==> src/rtl/hazard_stall_ctrl.sv <==
// Pipeline sequencing controller: load-use stalls, branch flushes,
// multi-cycle data-memory freeze with timeout trap, stall-cycle counter.
module hazard_stall_ctrl #(
  parameter int unsigned CNT_W       = 16,
  parameter int unsigned MEM_TIMEOUT = 64
) (
  input  logic             clk_i,
  input  logic             rst_i,
  input  logic             idex_memread_i,
  input  logic [4:0]       idex_rt_i,
  input  logic [4:0]       ifid_rs_i,
  input  logic [4:0]       ifid_rt_i,
  input  logic             branch_taken_i,
  input  logic             exmem_memaccess_i,
  input  logic             mem_ack_i,
  output logic             pc_write_o,
  output logic             ifid_write_o,
  output logic             ifid_flush_o,
  output logic             idex_bubble_o,
  output logic             pipe_hold_o,
  output logic             mem_req_o,
  output logic             timeout_o,
  output logic [CNT_W-1:0] stall_cnt_o
);

  localparam int unsigned WAIT_W = $clog2(MEM_TIMEOUT);

  localparam logic [1:0] RUN      = 2'd0;
  localparam logic [1:0] MEM_WAIT = 2'd1;
  localparam logic [1:0] ERROR    = 2'd2;

  logic [1:0]        state_q, state_d;
  logic [WAIT_W-1:0] wait_cnt_q, wait_cnt_d;
  logic [CNT_W-1:0]  stall_cnt_q, stall_cnt_d;
  logic              timeout_q, timeout_d;

  logic load_use;
  logic mem_stall;
  logic pc_write, ifid_write, ifid_flush, idex_bubble, pipe_hold, mem_req;

  // Hazard detection terms
  assign load_use  = idex_memread_i & (idex_rt_i != 5'd0) &
                     ((idex_rt_i == ifid_rs_i) | (idex_rt_i == ifid_rt_i));
  assign mem_stall = exmem_memaccess_i & ~mem_ack_i;

  // Next-state and Mealy output decode; reset overrides the outputs
  always_comb begin
    state_d     = state_q;
    wait_cnt_d  = wait_cnt_q;
    pc_write    = 1'b0;
    ifid_write  = 1'b0;
    ifid_flush  = 1'b0;
    idex_bubble = 1'b0;
    pipe_hold   = 1'b0;
    mem_req     = 1'b0;

    case (state_q)
      RUN: begin
        if (mem_stall) begin
          mem_req    = 1'b1;
          pipe_hold  = 1'b1;
          state_d    = MEM_WAIT;
          wait_cnt_d = WAIT_W'(1);
        end else if (load_use) begin
          // Branch in ID is held and re-evaluated once the bubble lands
          idex_bubble = 1'b1;
          mem_req     = exmem_memaccess_i;
        end else if (branch_taken_i) begin
          ifid_flush = 1'b1;
          pc_write   = 1'b1;
          ifid_write = 1'b1;
          mem_req    = exmem_memaccess_i;
        end else begin
          pc_write   = 1'b1;
          ifid_write = 1'b1;
          mem_req    = exmem_memaccess_i;
        end
      end
      MEM_WAIT: begin
        // Front end stays frozen even on the ack cycle; only the back end moves
        mem_req = 1'b1;
        if (mem_ack_i) begin
          state_d    = RUN;
          wait_cnt_d = '0;
        end else begin
          pipe_hold = 1'b1;
          if (wait_cnt_q == WAIT_W'(MEM_TIMEOUT - 1)) begin
            state_d = ERROR;
          end else begin
            wait_cnt_d = wait_cnt_q + WAIT_W'(1);
          end
        end
      end
      ERROR: begin
        pipe_hold = 1'b1;
      end
      default: begin
        state_d = RUN;
      end
    endcase

    if (!rst_i) begin
      pc_write    = 1'b0;
      ifid_write  = 1'b0;
      ifid_flush  = 1'b0;
      idex_bubble = 1'b1;
      pipe_hold   = 1'b0;
      mem_req     = 1'b0;
    end
  end

  // Sticky timeout flag and saturating stall counter next values
  always_comb begin
    timeout_d   = timeout_q | (state_d == ERROR);
    stall_cnt_d = stall_cnt_q;
    if (!pc_write && (stall_cnt_q != {CNT_W{1'b1}})) begin
      stall_cnt_d = stall_cnt_q + CNT_W'(1);
    end
  end

  // State registers
  always_ff @(posedge clk_i or negedge rst_i) begin
    if (!rst_i) begin
      state_q     <= RUN;
      wait_cnt_q  <= '0;
      stall_cnt_q <= '0;
      timeout_q   <= 1'b0;
    end else begin
      state_q     <= state_d;
      wait_cnt_q  <= wait_cnt_d;
      stall_cnt_q <= stall_cnt_d;
      timeout_q   <= timeout_d;
    end
  end

  assign pc_write_o    = pc_write;
  assign ifid_write_o  = ifid_write;
  assign ifid_flush_o  = ifid_flush;
  assign idex_bubble_o = idex_bubble;
  assign pipe_hold_o   = pipe_hold;
  assign mem_req_o     = mem_req;
  assign timeout_o     = timeout_q;
  assign stall_cnt_o   = stall_cnt_q;

endmodule

==> config.mk <==
export PLATFORM = sky130hd
export DESIGN_NAME = hazard_stall_ctrl
export DESIGN_NICKNAME = d
export VERILOG_FILES = /design/src/rtl/hazard_stall_ctrl.sv
export SDC_FILE = /design/constraint.sdc
export NUM_CORES = 1
export LEC_CHECK = 0
export BUFFER_PORTS_ARGS = -buffer_cell sky130_fd_sc_hd__buf_4
export CAP_MARGIN = 20
export CORE_MARGIN = 3
export CORE_UTILIZATION = 47
export DETAILED_ROUTE_END_ITERATION = 10
export GPL_ROUTABILITY_DRIVEN = 0
export PLACE_DENSITY = 0.74
export RECOVER_POWER = 100
export SLEW_MARGIN = 15
export SYNTH_ARGS = -nofsm -noshare
export SYNTH_HDL_FRONTEND = slang
export SYNTH_SLANG_ARGS = --single-unit
==> constraint.sdc <==
create_clock -name clk_i -period 4.1 [get_ports clk_i]
set_clock_uncertainty 0.2 [all_clocks]
set_input_delay 0.41 -clock clk_i [delete_from_list [all_inputs] [get_ports clk_i]]
set_output_delay 0.41 -clock clk_i [all_outputs]
set_load 0.01 [all_outputs]
## After elaboration in Yosys (flattened, before gate mapping)

Index checks and enable logic that the tools add are counted.

| storage, ports and cells | value |
|---|---|
| word-level logic and storage cells | 55 |
| output and inout port bits | 23 |
| register bits | 25 |
| input bits | 21 |

| operators by class | value |
|---|---|
| mux-type cells | 28 |
| equal/unequal tests | 9 |
| bitwise gates (word level) | 6 |
| reductions and logical operators | 6 |
| add/sub/neg operators | 2 |

Operator list:

| kind | number |
|---|---|
| $mux 1 | 18 |
| $mux 6 | 3 |
| $add 16x1->16 const B | 1 |
| $ne 16x16->1 const B | 1 |
| $pmux 6 s2 | 1 |
| $eq 5x5->1 | 2 |
| $add 6x1->6 const B | 1 |
| $eq 6x6->1 const B | 1 |
| $mux 2 | 3 |
| $pmux 2 s3 | 1 |
| $reduce_bool 5->1 | 1 |
| $eq 2x2->1 const B | 2 |
| $and 1x1->1 | 3 |
| $ne 3x3->1 const B | 1 |
| $pmux 1 s3 | 1 |
| $reduce_and 3->1 | 1 |
| $eq 2x1->1 const B | 1 |
| $logic_not 2->1 | 1 |
| $ne 2x2->1 const B | 1 |
| $or 1x1->1 | 2 |
| $pmux 1 s2 | 1 |
| $reduce_bool 2->1 | 1 |
| $logic_and 1x1->1 | 1 |
| $logic_not 1->1 | 1 |
| $not 1->1 | 1 |

## Depth between registers and ports, before layout

| logic depth | value |
|---|---|
| word-level depth | 9 |
| gate-level depth with buffers | 8 |
| gate-level depth less buffers | 7 |

## Worst setup path after synthesis

No wires, ideal clock.

| timing path | value |
|---|---|
| path kind | input to output |
| start point | input port idex_rt_i[1] |
| end point | output port ifid_flush_o |
| setup slack | 1,902 ps |
| data required time | 3,490 ps |
| buffers on the path | 0 |
| arrival | 1,588 ps |
| stages | 6 |
| path through | or4_1 -> o21ai_1 -> inv_1 -> a21o_4 -> inv_6 -> and2_1 |

| on the way | value |
|---|---|
| word-level cells in the longest chain between the ends | 7 |
| elaborated cells between the ends (all ways) | 10 |
| classes of those cells | eq/ne: 2; mux: 4; bitwise: 3; reduce/logical: 1 |

RTL lines:

| item | RTL line | source |
|---|---|---|
| start: declaration | 10 | `input logic [4:0] idex_rt_i,` |
| $eq 5x5->1 or $reduce_bool 5->1 (tied branches) | 43, 42 |  |
| $or 1x1->1 or $and 1x1->1 (tied branches) | 43, 42 |  |
| $and 1x1->1 * | 42 | `assign load_use = idex_memread_i & (idex_rt_i != 5'd0) &` |
| $mux 1 * | 64 | `end else if (load_use) begin` |
| $mux 1 * | 59 | `if (mem_stall) begin` |
| $mux 1 * | 57 | `case (state_q)` |
| $mux 1 * | 102 | `if (!rst_i) begin` |
| end: declaration | 18 | `output logic ifid_flush_o,` |

Every way passes the cells marked *; elsewhere a longest branch is shown, timed or not.

## Worst setup path in the final report

| timing path | value |
|---|---|
| start point | input port rst_i |
| end point | output port ifid_flush_o |

| on the way | value |
|---|---|
| word-level cells in the longest chain between the ends | 1 |

RTL lines:

| item | RTL line | source |
|---|---|---|
| start: declaration | 8 | `input logic rst_i,` |
| $mux 1 | 102 |  |

Every way passes these cells.

==> out/qor.json <==
{
  "status": {
    "result_of_the_run": "complete, no violations"
  },
  "cells_and_area": {
    "final_cell_area_um2": 1719,
    "final.fill_count": 272,
    "seqCellArea_um2": 625.6,
    "antenna_cells": 0,
    "mostFrequentLayoutCells": "25 x dfrtp_1, 22 x buf_4, 21 x clkbuf_1",
    "post_route_cells_drive_above_1_share_pct": 17.01,
    "final_nets": 218,
    "most_frequent_standard_cell_in_the_layout_excluding_fill_and_tap_cells": "dfrtp_1",
    "area_growth_syn_to_layout_pct": 19.37,
    "multi_input_area_um2": 742.0
  },
  "clocking": {
    "cts-hold-fix-buffers": 1,
    "tritoncts": "yes",
    "cts_htree_levels": 1,
    "worstSkewPairLatency_ns": 0.31,
    "maximum_number_of_buffers_from_clock_root_to_sink": 2,
    "post_cts_buffers": 0,
    "cts-root-buf": "clkbuf_4",
    "path_clk_slew_ns": 0.12,
    "total_cts_buffers": 3,
    "numClockSinks": 25,
    "post_cts.resized_instances": 0
  },
  "critical_path": {
    "criticalPathCategory": "in2out",
    "r2r_slack_ns": 1.88,
    "arrival_ns": 2.40,
    "worst_r2r_path_depth": 6,
    "regToRegEndpoint": "stall_cnt_o[14]$_DFFE_PN0P_",
    "startpoint_of_the_worst_slack_reg_to_reg_timing_path": "state_q[0]$_DFF_PN0_",
    "crit_path_start": "rst_i",
    "worstPathMaxFanout": 29,
    "timing.critical_path.to_type": "primary output",
    "crit_path_start_kind": "primary input",
    "worstPathRequired_ns": 3.49
  },
  "route": {
    "via_per_inst": 5.422,
    "totalWireLength_mm": 3.008,
    "antenna_violating_nets_post_route": 0,
    "wl_per_cell_um": 13.37,
    "number_of_iterations_in_the_first_detailed_routing_pass": 4,
    "post-route-drc-count": 0,
    "drt_iter0_drc": 30,
    "vias": 1220
  },
  "synthesis": {
    "yosys-mux-area-fraction_pct": 4.083,
    "synth_enable_flop_cells": 0,
    "synth_top_family_by_area": "simple AND/OR/NAND/NOR gates",
    "net_count_synth": 173,
    "synth_compound_gate_area_share_pct": 9.557,
    "yosys.area_share.xor_xnor_pct": 13.38,
    "synth.cell_area_um2": 1440,
    "yosys-top-cells-area": "dfrtp_1 43%, xnor2_1 10%, nand3_1 4.2%",
    "synth_sequential_area_ratio_pct": 43.44,
    "predominant_post_synthesis_flop_cell": "dfrtp_1",
    "synth-warning-count": 0,
    "yosysTopAreaCell": "dfrtp_1",
    "synthesis.instances": 150,
    "synth_fa_ha_area_share_pct": 1.738,
    "synth_top_cell_area_share_pct": 43.44,
    "synthDistinctLibCells": 42,
    "proportion_of_synthesized_flip_flops_having_asynchronous_set_or_reset_pct": 100.0,
    "ys_seq_elements": 25,
    "post_synth_and_or_nand_nor_area_fraction_pct": 23.46,
    "synth.avg_cell_area_um2": 9.601
  },
  "hold_path": {
    "hold_path_depth": 3,
    "hold_path.startpoint": "mem_ack_i",
    "holdPathEnd": "state_q[0]$_DFF_PN0_",
    "min_path_type": "in2reg"
  },
  "sta": {
    "timing_max_transition_violations_final": 0,
    "post-route-min-period_ns": 3.006,
    "finalSetupViolCount": 0,
    "hold_slack_ns": 0.2149,
    "final_worst_path_period_share_pct": 73.31,
    "setup_repair_after_global_routing_missed_its_margin": "no",
    "max_slew.worst_pin.slew_ns": 0.5193,
    "timing.setup.tns_ns": 0,
    "slew_headroom_pct": 65.38,
    "final-hold-violation-count": 0,
    "clock.fmax_mhz": 332.7,
    "fin_ws_ns": 1.094
  },
  "floorplan": {
    "initial_utilization_pct": 50.91,
    "num_rows": 19,
    "die_area_um2": 3764,
    "design.portCount": 44,
    "chipHeight_um": 61.36,
    "placeableCoreArea_um2": 2829,
    "die_width_um": 61.36
  },
  "power": {
    "leakagePower_nw": 0.7609,
    "power.combinational.fraction_pct": 11.0,
    "design_power_total_mw": 0.3985,
    "power.density_nw_per_um2": 231.8,
    "clock_power_share_pct": 26.2,
    "internal_power_mw": 0.3081,
    "switching_portion_of_total_power_pct": 22.67,
    "vdd_ir_drop_max_mv": 0.1697,
    "p_seq_share_pct": 62.8,
    "netSwitchingPower_mw": 0.09034
  },
  "placement": {
    "post-place-ws_ns": 1.589,
    "placed_area_um2": 1774,
    "place.port_buffers": 43,
    "dp.final_hpwl_mm": 2.368
  },
  "global_routing": {
    "global_route_wire_length_before_repair_mm": 4.809,
    "antenna_found_initial": 0,
    "vias_in_the_first_global_route": 1095,
    "track_usage_pct": 16.80,
    "grt-ovfl-total": 0,
    "maximum_number_of_pins_on_one_net_before_global_route_repair": 30
  },
  "run": {
    "drv.max_cap_violation_count": 0
  }
}
how the worst max path moves through the flow:
| stage | endpoint | slack, ns |
|---|---|---|
| after global routing | ifid_flush_o | 0.91 |
| after floorplan | ifid_flush_o | 1.90 |
| final | ifid_flush_o | 1.09 |
| after CTS | ifid_flush_o | 1.45 |
| after detailed placement | ifid_flush_o | 1.59 |
| after global placement | ifid_flush_o | 1.64 |
final cells by class:
type                            count  share of cell area, %
Multi-Input combinational cell    113                  43.16
Sequential cell                    25                  36.39
Timing Repair Buffer               44                  14.77
Tap cell                           31                  2.256
Inverter                            8                  1.820
Clock buffer                        3                  1.310
Clock inverter                      1                 0.2911
metal layers:
layer | global-route usage (%) | wire, um | share of wire [%] | up-vias
li1 | - | - | - | 611
met1 | 23.32 | 1408 | 47 | 577
met2 | 27.49 | 1378 | 46 | 30
met3 | 2.516 | 206 | 6.8 | 2
met4 | 4.545 | 16 | 0.53 | 0
met5 | 0 | 0 | 0 | -
stage by stage:
step	util, %	std cells
global placement	62.72	220
detailed placement	62.72	220
finish	60.77	225
global route	60.77	225
floorplan	-	150
CTS	64.04	225
sequential cells by signal, summed over array words and instances (netlist names):
name	count
wait_cnt_q	6
timeout_o	1
stall_cnt_o	16
state_q	2
synthesized netlist by cell type (3+ instances only):
master / count
xor2_1: 5
nand2_1: 12
and3_1: 8
nor2_1: 9
o21ai_0: 3
inv_1: 7
nor3_1: 3
a21oi_1: 6
nand4_1: 3
dfrtp_1: 25
o22ai_1: 3
o21a_1: 3
xnor2_1: 17
nand3_1: 12
power by group through the flow:
| stage | sequential, mW | combinational [mW] | clock (mW) |
|---|---|---|---|
| 2_1_floorplan | 0.255 | 0.0154 | 0 |
| 3_3_place_gp | 0.255 | 0.0442 | 0 |
| 3_5_place_dp | 0.255 | 0.0456 | 0 |
| 4_1_cts | 0.250 | 0.0465 | 0.112 |
| 5_1_grt | 0.251 | 0.0480 | 0.120 |
| 6_report | 0.250 | 0.0439 | 0.104 |
cells by family after synthesis:
kind of cell / Yosys count
xor gates and xnor gates: 22
muxes: 5
AOI/OAI and AO/OA: 21
adders and majority gates: 2
DFF: 25
and+or+nand+nor: 63
buffers and inverters: 12
worst max-delay path, stage by stage:
cell and delay [ns]:
dlygate4sd3_1 0.54, buf_4 0.25, nand2_1 0.12, a21o_1 0.32
clkinvlp_2 0.36, and2_0 0.25, buf_4 0.14
Note: power is estimated with default switching activity, not from simulation.
